`config.mk`:
```
export PLATFORM = sky130hd
export DESIGN_NAME = cordic_pipe_ctrl
export DESIGN_NICKNAME = d
export VERILOG_FILES = /design/src/rtl/cordic_pipe_ctrl.sv
export SDC_FILE = /design/constraint.sdc
export NUM_CORES = 1
export LEC_CHECK = 0
export CORE_MARGIN = 8
export CORE_UTILIZATION = 43
export DETAILED_ROUTE_END_ITERATION = 12
export SLEW_MARGIN = 30
export SYNTH_ARGS = -nofsm -noshare
export SYNTH_HDL_FRONTEND = slang
export SYNTH_SLANG_ARGS = --single-unit
```
`constraint.sdc`:
```
create_clock -name aclk -period 2.62 [get_ports aclk]
set_input_delay 0.524 -clock aclk [delete_from_list [all_inputs] [get_ports aclk]]
set_output_delay 0.524 -clock aclk [all_outputs]
set_load 0.1 [all_outputs]
```
`src/rtl/cordic_pipe_ctrl.sv`:
```
// Valid/ready flow controller for the CORDIC iteration pipeline: drives the
// per-stage enables, collapses bubbles, and carries a tag alongside each beat.
module cordic_pipe_ctrl #(
    parameter int ITERATION_CNT = 6,
    parameter int TAG_WIDTH     = 8
) (
    input  logic                                 aclk,
    input  logic                                 aresetn,
    input  logic                                 flush,
    input  logic                                 s_valid,
    output logic                                 s_ready,
    input  logic [TAG_WIDTH-1:0]                 s_tag,
    output logic                                 m_valid,
    input  logic                                 m_ready,
    output logic [TAG_WIDTH-1:0]                 m_tag,
    output logic [ITERATION_CNT-1:0]             en,
    output logic [$clog2(ITERATION_CNT+1)-1:0]   occupancy,
    output logic                                 busy
);
    localparam int N     = ITERATION_CNT;
    localparam int OCC_W = $clog2(ITERATION_CNT + 1);

    logic [N-1:0]                v, iv, rdy;
    logic [N-1:0][TAG_WIDTH-1:0] t, t_in;
    logic                        in_hs, out_hs;

    assign iv[0]   = s_valid;
    assign t_in[0] = s_tag;
    for (genvar i = 1; i < N; i++) begin : g_link
        assign iv[i]   = v[i-1];
        assign t_in[i] = t[i-1];
    end

    // A stage can take a beat if it is empty or its occupant moves on this cycle.
    always_comb begin
        rdy      = '0;
        rdy[N-1] = ~v[N-1] | m_ready;
        for (int i = N - 2; i >= 0; i--)
            rdy[i] = ~v[i] | rdy[i+1];
    end

    assign en      = iv & rdy & {N{~flush}};
    assign s_ready = rdy[0] & ~flush;
    assign m_valid = v[N-1];
    assign m_tag   = t[N-1];
    assign busy    = (occupancy != '0);
    assign in_hs   = s_valid & s_ready;
    assign out_hs  = v[N-1] & m_ready;

    always_ff @(posedge aclk or negedge aresetn) begin
        if (!aresetn) begin
            v         <= '0;
            t         <= '0;
            occupancy <= '0;
        end else if (flush) begin
            v         <= '0;
            occupancy <= '0;
        end else begin
            for (int i = 0; i < N; i++) begin
                if (rdy[i]) v[i] <= iv[i];
                if (en[i])  t[i] <= t_in[i];
            end
            if (in_hs && !out_hs)
                occupancy <= occupancy + OCC_W'(1);
            else if (!in_hs && out_hs)
                occupancy <= occupancy - OCC_W'(1);
        end
    end
endmodule

```
==> results of run 1 <==
[critical path: cells and delay by family]
kind,cells,cell delay [ns]
buf+inv,3,0.78
simple gates,2,0.67
[sequential cells by signal, summed over array words and instances, names as in the netlist]
register / flops
occupancy: 3
t: 40
m_tag: 8
v: 6
[layer usage]
layer | vias to the layer above | routed length [um] | track usage (%)
met4 | 0 | 103 | 7.64
li1 | 689 | - | -
met2 | 35 | 2250 | 19.0
met5 | - | 0 | 0
met1 | 728 | 1910 | 14.3
met3 | 11 | 229 | 3.62
[cells by family after synthesis]
logic type	Yosys count	share of synthesized area, %
flops	57	58.6
mux	51	23.6
simple gates	33	8.06
buf+inv	22	5.55
compound gates	12	3.44
fa+ha+maj	1	0.822
[power by group]
group / internal, mW / total [mW] / switching [mW] / leakage, nW
clock: 0.461 / 0.795 / 0.334 / 0.0953
combinational: 0.200 / 0.404 / 0.204 / 0.641
sequential: 1.06 / 1.16 / 0.103 / 0.732
total: 1.72 / 2.36 / 0.641 / 1.47
[final cells by class]
| class | count | area (um^2) | area share, % |
|---|---|---|---|
| flip-flops and latches | 57 | 1430 | 46.2 |
| repair buffers | 46 | 458 | 14.8 |
| multi-input cells | 97 | 885 | 28.6 |
| well taps | 72 | 90.1 | 2.91 |
| clock inverters | 5 | 55.1 | 1.78 |
| clock buffers | 11 | 141 | 4.57 |
| inverters | 8 | 33.8 | 1.09 |
[worst min-delay path by stage]
stage          startpoint       end  slack (ns)  cells past startpoint
2_1_floorplan     aresetn  m_tag[0]        0.23                      0
3_3_place_gp      aresetn  m_tag[0]        0.47                      1
3_5_place_dp      aresetn  m_tag[0]        0.48                      1
4_1_cts           aresetn  m_tag[2]        0.12                      1
5_1_grt           aresetn  m_tag[2]        0.15                      1
6_report          aresetn  m_tag[2]        0.12                      1
[cells in the final DEF, fill, tap and decap left out, types with 2 or more instances in the layout]
master and n:
clkinvlp_4 3, a21oi_1 5, clkbuf_8 10, nand4b_1 2, mux2_2 51, buf_12 7
clkdlybuf4s50_1 11, nand2_1 5, nor2_1 11, inv_1 7, clkinv_2 2, or3b_1 2
buf_4 27, dfrtp_1 56
[metrics by stage]
| stage | area [um^2] | hold WS (ns) | cells | power [mW] | util, % |
|---|---|---|---|---|---|
| after global routing | 3090 | 0.151 | 296 | 2.49 | 56.1 |
| after floorplan | 2450 | 0.228 | 176 | 1.43 | - |
| final | 3090 | 0.124 | 296 | 2.36 | 56.1 |
| after detailed placement | 2890 | 0.479 | 280 | 1.59 | 52.6 |
| after global placement | 2890 | 0.472 | 280 | 1.55 | 52.6 |
| after CTS | 3090 | 0.123 | 296 | 2.39 | 56.1 |
==> flow_summary_export.csv, run 1 <==
group,metric,value,unit
clocking,cts.sinks,57,
setup_path,worst_ep_required_time,2.10,ns
synth,ys_types,31,
drt,drt_iter0_drc,45,
sta,setup_viol,0,
setup_path,cp-end-kind,"output port",
clocking,cts_resized,0,
setup_path,crit_arrival,1.96,ns
sta,slew_violations,0,
global_routing,grt_overflow,0,
run_status,status,"completed",
floorplan,dieWidth,91.3,um
setup_path,reg2reg_depth,8,
drt,vias,1463,
sta,min_period,2.49,ns
floorplan,die_h,91.3,um
drt,postRouteAntennaNets,0,
clocking,cts-buffers-inserted,9,
setup_path,setup.worst_path.start,"m_ready",
synth,ys_seq_area_share,58.6,%
finish,diodes,0,
place,numPortBuffers,32,
setup_path,regToRegSetupSlack,0.55,ns
drt,wl,4.49,mm
clocking,cts_tree,"done",
sta,clock_skew,0.00584,ns
pwr,cellPowerDensity,763,nW/um^2
finish,syn_to_final_growth,26.9,%
place,dp_slack,-0.0306,ns
floorplan,die-area,8330,um^2
clocking,cts_root_buffer,"clkbuf_8",
finish,fillerInstances,484,
sta,worst_slew_pin_slew,0.411,ns
drt,drtPass1Iterations,4,
pwr,p_leak,1.47,nW
clocking,clock_path_buffers,2,
clocking,ctsHoldBuffers,0,
finish,drive_gt1_share,49.1,%
global_routing,antenna_found_initial,0,
drt,via_per_inst,4.94,
clocking,insertion_delay,0.32,ns
floorplan,io-pin-count,33,
setup_path,crit_type,"in -> out",
synth,syn-num-nets,190,
worst_hold_path,min_path_type,"in -> async",
sta,layout_setup_ws,0.134,ns
setup_path,crit_fanout,3,
setup_path,endpoint,"en[3]",
setup_path,critPathSlowestCell,"clkdlybuf4s50_1",
drt,drcViolationCount,0,
finish,nets,233,
pwr,ir_drop,0.000378,V
synth,synth_top_area_share,58.6,%
synth,synthCells,176,
synth,synthTopCellsByCount,"dfrtp_1, mux2_2, nor2_1",
setup_path,crit_path_start_kind,"input port",
synth,netlist_area,2440,um^2
sta,max_freq,0.402,GHz
setup_path,crit-reg2reg-launch,"v[5]",
flow_run,max_cap_viol_count,0,
synth,synthTopCellsByArea,"dfrtp_1, mux2_2, buf_4",
setup_path,rr_endpoint,"occupancy[2]",
global_routing,grt_max_degree,24,
floorplan,std_cell_rows,27,
synth,yosys.area.top_type,"dfrtp_1",
synth,ys.flop_type,"dfrtp_1",
clocking,ctsHtreeMaxLevel,3,
sta,finalHoldViolations,0,
floorplan,start_util,44.2,%
clocking,cts_setup_buffers,0,
global_routing,grt_pass1_wl,8.12,mm
synth,async_flop_share,100,%
floorplan,core,5510,um^2
synth,yosys.cell_count.top_type,"dfrtp_1",
place,dp.final_hpwl,3.55,mm
sta,rsz0062_at_grt,"false",
sta,slew_headroom,72.6,%
global_routing,gr-usage-all-layers,12.1,%
synth,ys_seq_elements,57,
sta,fin_crit_sh,94.9,%
drt,wl_per_cell,15.2,um
place,routabilityCongestion,0.713,
clocking,cts.clk_slew.worst_paths,0.06,ns
synth,syn_avg_cell_area,13.8,um^2
global_routing,grt_pass1_vias,1679,
synth,synth-edff-count,0,
setup_path,max_stage_delay,0.49,ns
synth,yosys_warnings,0,
setup_path,cp_cell_sequence,"clkdlybuf4s50_1 > and4b_1 > or3b_1 > clkinvlp_4 > buf_12",
sta,setup_tns,0,ns
Note: power is estimated with default switching activity, not from simulation.
==> inputs of run 2 (changes only) <==
--- a/config.mk
+++ b/config.mk
@@ -6,9 +6,10 @@
 export NUM_CORES = 1
 export LEC_CHECK = 0
 export CORE_MARGIN = 8
-export CORE_UTILIZATION = 43
+export CORE_UTILIZATION = 54
 export DETAILED_ROUTE_END_ITERATION = 12
-export SLEW_MARGIN = 30
+export PLACE_DENSITY = 0.79
+export SKIP_CTS_REPAIR_TIMING = 1
 export SYNTH_ARGS = -nofsm -noshare
 export SYNTH_HDL_FRONTEND = slang
 export SYNTH_SLANG_ARGS = --single-unit
==> flow_summary_export.csv, run 2 (synthesis gave the netlist of run 1 again) <==
group,metric,value,unit
pwr,netSwitchingFraction,27.9,%
flow_run,max_cap_viol_count,0,
drt,wl_per_cell,16.5,um
drt,via_per_inst,5.33,
clocking,cts_root_buffer,"clkbuf_8",
pwr,p_leak,1.49,nW
place,dp.final_hpwl,3.40,mm
sta,min_period,2.33,ns
finish,diodes,0,
floorplan,core,4350,um^2
setup_path,worst_ep_required_time,2.10,ns
clocking,cts_tree,"done",
clocking,cts.sinks,57,
setup_path,crit_fanout,8,
sta,layout_setup_ws,0.294,ns
drt,drt_iter0_drc,93,
run_status,status,"completed",
clocking,cts-buffers-inserted,9,
finish,final_common_cell,"dfrtp_1",
finish,regMostFlops,"t",
finish,syn_to_final_growth,26.9,%
setup_path,crit_path_start_kind,"flip-flop",
sta,max_freq,0.430,GHz
sta,slew_violations,0,
global_routing,grt_pass1_wl,7.95,mm
finish,fin_util,71.0,%
place,numPortBuffers,32,
drt,vias,1482,
finish,drive_gt1_share,50.4,%
clocking,insertion_delay,0.33,ns
sta,slew_headroom,58.3,%
global_routing,grt_pass1_vias,1608,
global_routing,grt_overflow,0,
drt,postRouteAntennaNets,0,
drt,wl,4.58,mm
finish,largest_register_ff_count,40,
finish,layout_common_cells,"dfrtp_1, mux2_2, buf_4, nor2_1",
sta,worst_slew_pin_slew,0.625,ns
global_routing,antenna_found_initial,0,
pwr,intPower,1.72,mW
drt,drtPass1Iterations,4,
setup_path,reg2reg_depth,7,
clocking,cts.clk_slew.worst_paths,0.07,ns
place,routabilityCongestion,0.782,
pwr,cellPowerDensity,772,nW/um^2
setup_path,crit_arrival,1.80,ns
floorplan,io-pin-count,33,
sta,fin_crit_sh,88.8,%
global_routing,gr-usage-all-layers,14.4,%
global_routing,grt_max_degree,30,
drt,drcViolationCount,0,
sta,rsz0062_at_grt,"false",
floorplan,std_cell_rows,24,
clocking,clock_path_buffers,2,
floorplan,die_h,83.2,um
setup_path,cp-end-kind,"output port",
pwr,p_switching,0.665,mW
floorplan,die-area,6920,um^2
worst_hold_path,min_path_type,"in -> async",
pwr,comb_power_share,17.1,%
pwr,p_clk_share,34.6,%
sta,finalHoldViolations,0,
clocking,ctsHtreeMaxLevel,3,
floorplan,start_util,55.9,%
sta,whs,0.201,ns
pwr,seqPwrFrac,48.3,%
place,dp_slack,-0.112,ns
floorplan,dieWidth,83.2,um
setup_path,crit_type,"reg -> out",
pwr,ir_drop,0.000421,V
sta,setup_tns,0,ns
sta,setup_viol,0,
sta,clock_skew,0.00442,ns
finish,nets,235,
==> run 2: area by class of cell <==
type,count,area [um^2]
well taps,52,65.1
flip-flops and latches,57,1430
fillers,295,1260
clock buffers,10,138
inverters,8,33.8
clock inverters,6,66.3
multi-input cells,97,886
repair buffers,48,475
==> run 2: power groups by stage <==
stage / clock (mW) / sequential [mW] / combinational [mW]
after floorplan: 0 / 1.17 / 0.264
after global placement: 0 / 1.15 / 0.386
after detailed placement: 0 / 1.17 / 0.410
after CTS: 0.847 / 1.15 / 0.414
after global routing: 0.882 / 1.17 / 0.439
final: 0.826 / 1.15 / 0.407
==> run 2: per-stage QoR <==
stage / cells / cell area, um^2 / power (mW)
4_1_cts: 278 / 3090 / 2.42
5_1_grt: 278 / 3090 / 2.50
6_report: 278 / 3090 / 2.39
2_1_floorplan: 176 / 2450 / 1.43
3_3_place_gp: 262 / 2880 / 1.54
3_5_place_dp: 262 / 2880 / 1.58
==> run 2: critical path, stage by stage (launching register included) <==
cell	delay, ns
dfrtp_2	0.46
and4b_2	0.29
or3b_1	0.43
clkinvlp_4	0.12
buf_12	0.17
==> run 2: final timing paths <==
check                             start            to  slack, ns
worst max-delay path               v[5]         en[3]       0.29
max in group asynchronous       aresetn          t[4]       1.76
min in group aclk                 t[23]         t[31]       0.50
worst min-delay path            aresetn      m_tag[4]       0.20
worst min register to register    t[23]         t[31]       0.50
worst max register to register     v[5]  occupancy[1]       0.52
==> run 2: layer usage <==
metal / global-route usage (%) / vias up / wire, um
met1: 16.6 / 745 / 1960
li1: - / 689 / -
met4: 8.63 / 0 / 112
met5: 0 / - / 0
met3: 5.27 / 11 / 211
met2: 22.2 / 37 / 2300
